[src/rtl/fetch_pkg.sv]
// Shared types and constants for the instruction fetch block.
// Contents: FSM state enum, buffer entry layout, default buffer depth,
// and the 32-bit word/address widths used across the fetch files.
package fetch_pkg;

  localparam int WORD_W        = 32;
  localparam int ADDR_W        = 32;
  localparam int DEFAULT_DEPTH = 4;

  typedef enum logic [1:0] {
    ST_IDLE    = 2'd0,
    ST_WAIT    = 2'd1,
    ST_DISCARD = 2'd2,
    ST_HALT    = 2'd3
  } fetch_state_e;

  // One buffered instruction together with the word address it came from.
  typedef struct packed {
    logic [WORD_W-1:0] instr;
    logic [ADDR_W-1:0] pc;
  } fetch_entry_t;

endpackage

[src/rtl/fetch_if.sv]
// Handshake bundle between the fetch unit, instruction memory and the core.
// master: fetch unit side (drives mem_req/mem_addr and out_*).
// slave : environment side (drives mem_ack/mem_rdata, redirect_*, out_ready).
interface fetch_if;
  import fetch_pkg::*;

  logic              mem_req;
  logic [ADDR_W-1:0] mem_addr;
  logic              mem_ack;
  logic [WORD_W-1:0] mem_rdata;

  logic              redirect_valid;
  logic [ADDR_W-1:0] redirect_pc;

  logic              out_valid;
  logic              out_ready;
  logic [WORD_W-1:0] out_instr;
  logic [ADDR_W-1:0] out_pc;

  modport master (
    output mem_req, mem_addr, out_valid, out_instr, out_pc,
    input  mem_ack, mem_rdata, redirect_valid, redirect_pc, out_ready
  );

  modport slave (
    input  mem_req, mem_addr, out_valid, out_instr, out_pc,
    output mem_ack, mem_rdata, redirect_valid, redirect_pc, out_ready
  );

endinterface

[src/rtl/fetch_fifo.sv]
// Synchronous FIFO holding fetched instructions; flush dominates push/pop.
// Latency: a pushed entry is visible on rdata the cycle after the push.
// Backpressure: push ignored when full, pop ignored when empty.
// Ports: clk/rst, push+wdata, pop, flush, rdata (head), count, full, empty.
module fetch_fifo #(
  parameter int DEPTH = 4,
  parameter int WIDTH = 64
) (
  input  logic                   clk,
  input  logic                   rst,
  input  logic                   push,
  input  logic [WIDTH-1:0]       wdata,
  input  logic                   pop,
  input  logic                   flush,
  output logic [WIDTH-1:0]       rdata,
  output logic [$clog2(DEPTH):0] count,
  output logic                   full,
  output logic                   empty
);

  localparam int AW = $clog2(DEPTH);
  localparam int CW = AW + 1;

  logic [WIDTH-1:0] mem_q [DEPTH];
  logic [AW-1:0]    wr_ptr_q, wr_ptr_d;
  logic [AW-1:0]    rd_ptr_q, rd_ptr_d;
  logic [CW-1:0]    count_q, count_d;
  logic             do_push, do_pop;

  assign full    = (count_q == CW'(DEPTH));
  assign empty   = (count_q == '0);
  assign do_push = push & ~full;
  assign do_pop  = pop & ~empty;
  assign rdata   = mem_q[rd_ptr_q];
  assign count   = count_q;

  always_comb begin
    wr_ptr_d = wr_ptr_q;
    rd_ptr_d = rd_ptr_q;
    count_d  = count_q;
    if (flush) begin
      wr_ptr_d = '0;
      rd_ptr_d = '0;
      count_d  = '0;
    end else begin
      if (do_push) wr_ptr_d = wr_ptr_q + AW'(1);
      if (do_pop)  rd_ptr_d = rd_ptr_q + AW'(1);
      count_d = count_q + CW'(do_push) - CW'(do_pop);
    end
  end

  always_ff @(posedge clk) begin
    if (rst) begin
      wr_ptr_q <= '0;
      rd_ptr_q <= '0;
      count_q  <= '0;
    end else begin
      wr_ptr_q <= wr_ptr_d;
      rd_ptr_q <= rd_ptr_d;
      count_q  <= count_d;
    end
  end

  // Storage needs no reset: count gates visibility of every slot.
  always_ff @(posedge clk) begin
    if (!rst && !flush && do_push) mem_q[wr_ptr_q] <= wdata;
  end

endmodule

[src/rtl/fetch_unit.sv]
// Instruction fetch: sequential word fetch into a DEPTH-entry buffer, with redirect.
// Latency: ack in cycle N -> instruction on out_* in cycle N+1; one request/cycle.
// Backpressure: out_ready stalls the buffer; no request is issued while it is full.
// Ports: clk, rst (sync, high), last_pc (halt address), bus (fetch_if.master:
//        mem_req/mem_addr/mem_ack/mem_rdata, redirect_valid/pc, out_valid/ready/instr/pc).
module fetch_unit
  import fetch_pkg::*;
#(
  parameter int DEPTH = DEFAULT_DEPTH
) (
  input  logic              clk,
  input  logic              rst,
  input  logic [ADDR_W-1:0] last_pc,
  fetch_if.master           bus
);

  localparam int CW = $clog2(DEPTH) + 1;

  fetch_state_e      state_q, state_d;
  logic [ADDR_W-1:0] fetch_pc_q, fetch_pc_d;
  logic [ADDR_W-1:0] mem_addr_q, mem_addr_d;
  logic              mem_req_q, mem_req_d;

  logic [CW-1:0]     count;
  logic [CW:0]       count_after;
  logic              full, empty, room;
  logic              ack, push, pop, flush;
  fetch_entry_t      wr_entry, rd_entry;

  // An ack only counts while a request is actually outstanding.
  assign ack      = bus.mem_ack & mem_req_q;
  assign flush    = bus.redirect_valid;
  assign pop      = ~empty & bus.out_ready;
  assign push     = (state_q == ST_WAIT) & ack & ~bus.redirect_valid;
  assign wr_entry = '{instr: bus.mem_rdata, pc: mem_addr_q};

  // Occupancy once this cycle's push/pop land; decides whether to keep fetching.
  assign count_after = {1'b0, count} + {{CW{1'b0}}, push} - {{CW{1'b0}}, pop};
  assign room        = count_after < (CW + 1)'(DEPTH);

  fetch_fifo #(
    .DEPTH (DEPTH),
    .WIDTH ($bits(fetch_entry_t))
  ) u_fifo (
    .clk   (clk),
    .rst   (rst),
    .push  (push),
    .wdata (wr_entry),
    .pop   (pop),
    .flush (flush),
    .rdata (rd_entry),
    .count (count),
    .full  (full),
    .empty (empty)
  );

  always_comb begin
    state_d    = state_q;
    fetch_pc_d = fetch_pc_q;
    if (bus.redirect_valid) fetch_pc_d = bus.redirect_pc;

    case (state_q)
      ST_IDLE: begin
        // A pop this cycle frees a slot, so the request can go out next cycle.
        if (bus.redirect_valid || !full || pop) state_d = ST_WAIT;
      end
      ST_WAIT: begin
        if (bus.redirect_valid) begin
          // Without an ack the memory still owes us a beat that must be thrown away.
          state_d = ack ? ST_WAIT : ST_DISCARD;
        end else if (ack) begin
          fetch_pc_d = mem_addr_q + ADDR_W'(1);
          if (mem_addr_q == last_pc) state_d = ST_HALT;
          else if (room)             state_d = ST_WAIT;
          else                       state_d = ST_IDLE;
        end
      end
      ST_DISCARD: begin
        if (ack) state_d = ST_WAIT;
      end
      ST_HALT: begin
        if (bus.redirect_valid) state_d = ST_WAIT;
      end
      default: state_d = ST_IDLE;
    endcase

    mem_req_d  = (state_d == ST_WAIT) || (state_d == ST_DISCARD);
    // A fresh request always targets fetch_pc; DISCARD keeps the old address on the bus.
    mem_addr_d = (state_d == ST_WAIT) ? fetch_pc_d : mem_addr_q;
  end

  always_ff @(posedge clk) begin
    if (rst) begin
      state_q    <= ST_IDLE;
      fetch_pc_q <= '0;
      mem_addr_q <= '0;
      mem_req_q  <= 1'b0;
    end else begin
      state_q    <= state_d;
      fetch_pc_q <= fetch_pc_d;
      mem_addr_q <= mem_addr_d;
      mem_req_q  <= mem_req_d;
    end
  end

  assign bus.mem_req   = mem_req_q;
  assign bus.mem_addr  = mem_addr_q;
  assign bus.out_valid = ~empty;
  assign bus.out_instr = empty ? '0 : rd_entry.instr;
  assign bus.out_pc    = empty ? '0 : rd_entry.pc;

endmodule

[src/flat_wrapper.sv]
// flat-port wrapper written by rule: the top's interface ports become plain ports
module fetch_unit_flat import fetch_pkg::*;
#(
  parameter int DEPTH = DEFAULT_DEPTH
)
  (clk, rst, last_pc, bus_mem_req, bus_mem_addr, bus_out_valid, bus_out_instr, bus_out_pc, bus_mem_ack, bus_mem_rdata, bus_redirect_valid, bus_redirect_pc, bus_out_ready);
  fetch_if bus_i ();
  input  logic clk;
  input  logic rst;
  input  logic [ADDR_W-1:0] last_pc;
  output wire logic [$bits(bus_i.mem_req)-1:0] bus_mem_req;
  output wire logic [$bits(bus_i.mem_addr)-1:0] bus_mem_addr;
  output wire logic [$bits(bus_i.out_valid)-1:0] bus_out_valid;
  output wire logic [$bits(bus_i.out_instr)-1:0] bus_out_instr;
  output wire logic [$bits(bus_i.out_pc)-1:0] bus_out_pc;
  input wire logic [$bits(bus_i.mem_ack)-1:0] bus_mem_ack;
  input wire logic [$bits(bus_i.mem_rdata)-1:0] bus_mem_rdata;
  input wire logic [$bits(bus_i.redirect_valid)-1:0] bus_redirect_valid;
  input wire logic [$bits(bus_i.redirect_pc)-1:0] bus_redirect_pc;
  input wire logic [$bits(bus_i.out_ready)-1:0] bus_out_ready;
  assign bus_mem_req = bus_i.mem_req;
  assign bus_mem_addr = bus_i.mem_addr;
  assign bus_out_valid = bus_i.out_valid;
  assign bus_out_instr = bus_i.out_instr;
  assign bus_out_pc = bus_i.out_pc;
  assign bus_i.mem_ack = bus_mem_ack;
  assign bus_i.mem_rdata = bus_mem_rdata;
  assign bus_i.redirect_valid = bus_redirect_valid;
  assign bus_i.redirect_pc = bus_redirect_pc;
  assign bus_i.out_ready = bus_out_ready;
  fetch_unit #(.DEPTH(DEPTH)) u_core (.clk(clk), .rst(rst), .last_pc(last_pc), .bus(bus_i));
endmodule
[config.mk]
export PLATFORM = sky130hd
export DESIGN_NAME = fetch_unit_flat
export DESIGN_NICKNAME = d
export VERILOG_FILES = /design/src/rtl/fetch_pkg.sv /design/src/rtl/fetch_if.sv /design/src/rtl/fetch_fifo.sv /design/src/rtl/fetch_unit.sv /design/src/flat_wrapper.sv
export SDC_FILE = /design/constraint.sdc
export NUM_CORES = 1
export LEC_CHECK = 0
export ABC_AREA = 1
export BUFFER_PORTS_ARGS = -buffer_cell sky130_fd_sc_hd__buf_4
export CORE_MARGIN = 2
export CORE_UTILIZATION = 38
export DETAILED_ROUTE_END_ITERATION = 7
export PLACE_DENSITY = 0.6
export REMOVE_ABC_BUFFERS = 1
export SYNTH_ARGS = -nofsm -noshare
export SYNTH_HDL_FRONTEND = slang
export SYNTH_SLANG_ARGS = --single-unit
[constraint.sdc]
create_clock -name clk -period 4.4 [get_ports clk]
set_input_delay 0.22 -clock clk [delete_from_list [all_inputs] [get_ports clk]]
set_output_delay 0.22 -clock clk [all_outputs]
set_load 0.05 [all_outputs]
# After elaboration in Yosys (flattened, before gate mapping)
# Memories as Yosys holds them, arrays and structs flattened. A register that Yosys moved wholly into a read port is not among the register bits.
# Index checks and enable logic that the tools add are counted.
# W data, S select, Z words.
# op_classes
magnitude_cmp,1
n_mux,19
n_eq_ne,7
bitwise,9
reduce_logical,11
n_addsub,7
# op_table
op,count
$mux W32,6
$add A32 B1 Y32 const B,1
$eq A32 B32 Y1,1
$mux W2,9
$pmux W2 S4,1
$and A1 B1 Y1,6
$eq A2 B2 Y1 const B,3
$add A2 B1 Y2 const B,2
$add A3 B1 Y4,1
$eq A2 B1 Y1 const B,2
$lt A4 B3 Y1 const B,1
$sub A4 B1 Y4,1
$add A3 B1 Y3,1
$eq A3 B3 Y1 const B,1
$logic_not A1 Y1,3
$logic_not A3 Y1,1
$logic_or A1 B1 Y1,3
$mux W1,3
$not A1 Y1,3
$sub A3 B1 Y3,1
$logic_and A1 B1 Y1,2
$logic_not A2 Y1,1
$reduce_or A2 Y1,1
# totals
mem_bits_rw,256
regBits,74
mem_count,1
output_inout_bits,98
# mem_list
memory,words,width,rd,rd_clocked_by_memory_dff,wr,line,source
u_core.u_fifo.mem_q,4,64,1,1,1,fetch_fifo.sv:24,logic [WIDTH-1:0] mem_q [DEPTH];

# Longest topological paths before layout
# logic_depth
word_depth,13
depth_mapped,22
depth_no_buf,19

# Modules after synthesis
# From an unflattened synthesis, not the netlist that was laid out.
# unflattened
hier_cells,1572
area_unflattened_um2,15021.9
# modules_own_cells
mod,n_inst,area_each_um2,cells_each
fetch_fifo,1,9989.6,690
fetch_unit,1,5032.3,882

# Worst setup path after synthesis
# Ideal clock, no wire load.
# synth_path
path_type,register to register
startpoint,"reg u_core.mem_req_q, in the netlist u_core.bus.mem_req"
endpoint,"mem u_core.u_fifo.mem_q[0][0], enable pin"
synth_period_minus_slack_ns,4.579
path_slack_ns,-0.179
stages_incl_launch_ff,7
path_buffers,0
arrival_ns,4.093
setup_ns,0.486
path_cell_list,dfxtp_1 -> nand2_1 -> nor2_1 -> nand2_1 -> nor2_1 -> nand2_1 -> nor2_1
# synth_via
elab_chain_cells,7
# synth_rtl
item,line,source
"start, declared",fetch_unit.sv:22,"logic mem_req_q, mem_req_d;"
"start signal, assigned",fetch_unit.sv:102,mem_req_q <= mem_req_d;
$and A1 B1 Y1,fetch_unit.sv:31,assign ack = bus.mem_ack & mem_req_q;
$and A1 B1 Y1 (2 in series),fetch_unit.sv:34,assign push = (state_q == ST_WAIT) & ack & ~bus.redirect_valid;
$and A1 B1 Y1,fetch_fifo.sv:32,assign do_push = push & ~full;
$logic_and A1 B1 Y1,fetch_fifo.sv:66,if (!rst && !flush && do_push) mem_q[wr_ptr_q] <= wdata;
$mux W1,fetch_fifo.sv:66,
$mux W1 (implied by the code),fetch_fifo.sv:66,
"end, declared",fetch_fifo.sv:24,
# Every way passes these cells.

# Final worst setup path
# layout_path
startpoint,"reg u_core.mem_req_q, in the netlist u_core.bus.mem_req"
endpoint,"reg u_core.mem_addr_q[4], in the netlist u_core.bus.mem_addr[4]"
# layout_via
elab_chain_cells,12
word_cells_on_any_way,17
classes_between,add/sub: 2; order compare: 1; eq/ne: 1; mux: 10; bitwise: 3
# layout_rtl
item,line,source
$and A1 B1 Y1 (*),fetch_unit.sv:31,
$and A1 B1 Y1 (2 in series),fetch_unit.sv:34,
$add A3 B1 Y4,fetch_unit.sv:38,"assign count_after = {1'b0, count} + {{CW{1'b0}}, push} - {{CW{1'b0}}, pop};"
$sub A4 B1 Y4,fetch_unit.sv:38,
$lt A4 B3 Y1,fetch_unit.sv:39,assign room = count_after < (CW + 1)'(DEPTH);
$mux W1,fetch_unit.sv:74,else if (room) state_d = ST_WAIT;
$mux W2,fetch_unit.sv:73,if (mem_addr_q == last_pc) state_d = ST_HALT;
$mux W2,fetch_unit.sv:71,end else if (ack) begin
$mux W2,fetch_unit.sv:68,if (bus.redirect_valid) begin
$pmux W2 S4,fetch_unit.sv:62,case (state_q)
$eq A2 B1 Y1,fetch_unit.sv:89,mem_addr_d = (state_d == ST_WAIT) ? fetch_pc_d : mem_addr_q;
"end signal, assigned",fetch_unit.sv:101,mem_addr_q <= mem_addr_d;
"end, declared",fetch_unit.sv:21,"logic [ADDR_W-1:0] mem_addr_q, mem_addr_d;"
# Mark *: on every way between the ends. The rest lies on a longest branch, timed or not.
# A chain may end at the register's enable or synchronous reset.

==> impl_metrics.env <==
export IMPL_status="finished clean"
export IMPL_worstMarginPinSlew_ns=1.134
export IMPL_ctsLongestPathBuffers=3
export IMPL_finClkSkew_ns=0.02049
export IMPL_dr_pass1_iters=5
export IMPL_cts_reportedPaths_clkPinSlew_ns=0.06
export IMPL_final_common_cell="nor2_1"
export IMPL_routedWlPerCell_microns=17.46
export IMPL_numCtsBuffers=37
export IMPL_cap_violations=0
export IMPL_rr_endpoint="u_core.bus.mem_addr[4]$_SDFFE_PP0N_"
export IMPL_syn_area_sq_um=14470
export IMPL_initial_utilization_pct=38.52
export IMPL_hp_class="in -> reg"
export IMPL_final_hold_viol_count=0
export IMPL_cp_max_fo=32
export IMPL_holdWs_ns=0.08771
export IMPL_grt_pass1_vias=10320
export IMPL_slew_violations=0
export IMPL_yosys_warnings=0
export IMPL_htree_levels=2
export IMPL_place_hpwl_microns=23770
export IMPL_avgSynthCellArea_sq_um=9.996
export IMPL_synth_area_top_cells="edfxtp_1 (53%), dfxtp_1 (11%), nor2_1 (8.1%)"
export IMPL_vias_per_cell=4.873
export IMPL_cts_resized=0
export IMPL_slowest_stage="ha_2"
export IMPL_ir_worst_vdd_v=0.0002151
export IMPL_reg2reg_slack_ns=0.91
export IMPL_drtIter0Drc=716
export IMPL_period_share_pct=79.22
export IMPL_cp_startpoint="u_core.bus.mem_req$_SDFF_PP0_"
export IMPL_via_count=10730
export IMPL_nNetsFinal=1778
export IMPL_core_area_sq_um=37580
export IMPL_rsz0062_at_grt="false"
export IMPL_p_per_area_nw_per_um2=457.8
export IMPL_gp_congestion=0.7988
export IMPL_place_ws_ns=0.9734
export IMPL_grt_usage_pct=19.18
export IMPL_path_common_cell="nand2_1"
export IMPL_endpoint="u_core.bus.mem_addr[4]$_SDFFE_PP0N_"
export IMPL_cts_root_buf="clkbuf_16"
export IMPL_final_cells=2201
export IMPL_drc=0
export IMPL_grt_overflow=0
export IMPL_ys_seq_area_share_pct=63.62
export IMPL_die_area_sq_um=39670
export IMPL_reg2reg_depth=19
export IMPL_worst_slack_ns=0.9144
export IMPL_crit_cells=19
export IMPL_worst_ep_required_time_ns=4.86
export IMPL_slowest_delay_ns=0.60
export IMPL_r2r_start="u_core.bus.mem_req$_SDFF_PP0_"
export IMPL_slew_headroom_pct=24.41
export IMPL_grt_max_degree=99
export IMPL_clk_latency_ns=0.52
export IMPL_setup_worst_path_class="reg -> reg"
export IMPL_finalSetupViolCount=0
export IMPL_drive_gt1_share_pct=18.40
export IMPL_critPathBufInv=3
export IMPL_area_growth_pct=24.60
export IMPL_drtAntennaViolNets=0
export IMPL_antenna_cells=0
export IMPL_cp_cell_sequence="nand2_1, nor2_1, nand2_1, ha_1, inv_1, ha_1, a31oi_1, xor2_1, nand2_1, nand3_1, nand2_1, nand2_1, nand2_1, nand2_1, ha_2, inv_1, a21oi_1, o21ai_0, inv_1"
export IMPL_synth_cells=1448
export IMPL_cts_tree="yes"
export IMPL_start_kind="flop"
export IMPL_cts_sink_count=332
export IMPL_synth_largest_area_cell="edfxtp_1"
export IMPL_totalWireLength_microns=38430
export IMPL_min_period_ns=3.486
export IMPL_antenna_found_initial=0
export IMPL_total_leakage_power_uw=0.007112
export IMPL_dpl_cell_area_sq_um=16530
export IMPL_port_buffers=198
export IMPL_dp_cells=2105
export IMPL_synth_top_area_share_pct=53.11
export IMPL_p_total_uw=8257
export IMPL_grt_pass1_wl_microns=58490
export IMPL_yosysUniqueCellTypes=38
export IMPL_rows=71
export IMPL_top_level_ports=199
export IMPL_die_height_microns=199.2
export IMPL_critPathTopFamily="adder cells"
export IMPL_synth_seq_cells=332
export IMPL_max_freq_mhz=286.9
export IMPL_setup_worst_path_end_class="flop"
export IMPL_design_area_sq_um=18030
export IMPL_cp_arrival_ns=3.94
export IMPL_mostFrequentLayoutCells="nor2_1 (309), edfxtp_1 (256), buf_4 (221)"
export IMPL_die_x_microns=199.2
-- layer usage --
| layer | up-vias | routed length (microns) | track usage (%) |
|---|---|---|---|
| li1 | 5305 | - | - |
| met1 | 5115 | 17460 | 26.03 |
| met2 | 244 | 18280 | 31.91 |
| met3 | 61 | 1799 | 3.021 |
| met4 | 0 | 887 | 5.279 |
| met5 | - | 0 | 0 |
-- through the flow --
stage,utilization (%),TNS [ns]
after CTS,47.99,0
final,47.99,0
after floorplan,-,-304.28
after detailed placement,44.00,0
after global routing,47.99,0
after global placement,44.00,0
-- power by group --
part	switching, uW	leakage, uW	internal [uW]
logic	990	0.00358	495
registers	201	0.00295	3580
clock network	1190	0.000584	1800
total	2380	0.00711	5880
-- final cells by class --
| class | instances | area [sq um] |
|---|---|---|
| clock buffers | 50 | 1062 |
| clock inverters | 14 | 117.6 |
| fillers | 3545 | 19540 |
| inverters | 97 | 365.4 |
| multi-input cells | 940 | 4577 |
| flip-flops and latches | 332 | 9214 |
| well taps | 511 | 639.4 |
| repair buffers | 257 | 2059 |
-- state kept, by name, summed over array words and instances (netlist names), named ones only --
register	count
u_core.bus.mem_addr	32
u_core.bus.mem_req	1
u_core.fetch_pc_q	32
u_core.state_q	2
u_core.u_fifo.count	3
u_core.u_fifo.mem_q	256
u_core.u_fifo.rd_ptr_q	2
u_core.u_fifo.wr_ptr_q	2
-- Yosys cell counts --
master,count
nor4_1,1
nor2_4,3
nand3_2,2
o21ai_1,4
nor3_2,1
o21ai_0,144
nand4_1,9
clkbuf_8,5
o31ai_1,1
nor3b_1,1
and2_1,1
nand2_2,6
dfxtp_1,76
inv_2,2
dlygate4sd1_1,1
nor2_2,2
fa_1,1
nor3_1,10
inv_1,95
or2_2,6
nand2_1,197
clkbuf_1,46
a21oi_1,106
o211ai_1,23
clkbuf_2,1
nand3_4,1
mux2i_1,2
buf_2,7
nand2_4,1
xnor2_1,28
nor2_1,313
xor2_1,26
edfxtp_1,256
buf_1,19
a31oi_1,4
nor3_4,1
nand3_1,35
ha_1,11
-- tightest hold or removal path, stage by stage --
cell and delay, ns:
buf_4 0.11, nand2_1 0.05, nand2_1 0.05, nand2_1 0.07, a21oi_1 0.06
-- worst min-delay path by stage --
stage / start / end / slack (ns) / cells past startpoint
6_report: bus_redirect_pc[28] / u_core.fetch_pc_q[28]$_SDFF_PP0_ / 0.09 / 5
5_1_grt: bus_redirect_pc[28] / u_core.fetch_pc_q[28]$_SDFF_PP0_ / 0.10 / 5
4_1_cts: bus_redirect_pc[28] / u_core.fetch_pc_q[28]$_SDFF_PP0_ / 0.07 / 5
3_5_place_dp: bus_mem_rdata[12] / u_core.u_fifo.mem_q[3][44]$_DFFE_PP_ / 0.43 / 1
3_3_place_gp: bus_mem_rdata[12] / u_core.u_fifo.mem_q[3][44]$_DFFE_PP_ / 0.42 / 1
2_1_floorplan: rst / u_core.bus.mem_req$_SDFF_PP0_ / 0.29 / 1
-- logic make-up (layout without fill, tap and decap cells) --
family          count (synthesis)  after routing  share of synthesized area, %
fa+ha+maj                      12             12                         1.089
mux                             2              2                        0.1383
xor+xnor                       54             54                         3.268
buf+inv                       176            418                         5.014
compound gates                282            282                         10.20
simple gates                  590            590                         16.67
flops                         332            332                         63.62
-- repair_timing --
item | 4_1_cts | 5_1_grt
hold buffers | 32 | 0
endpoints found under the hold margin | 128 | 0
setup buffers | 0 | 0
Power figures use the tool's default switching activity.
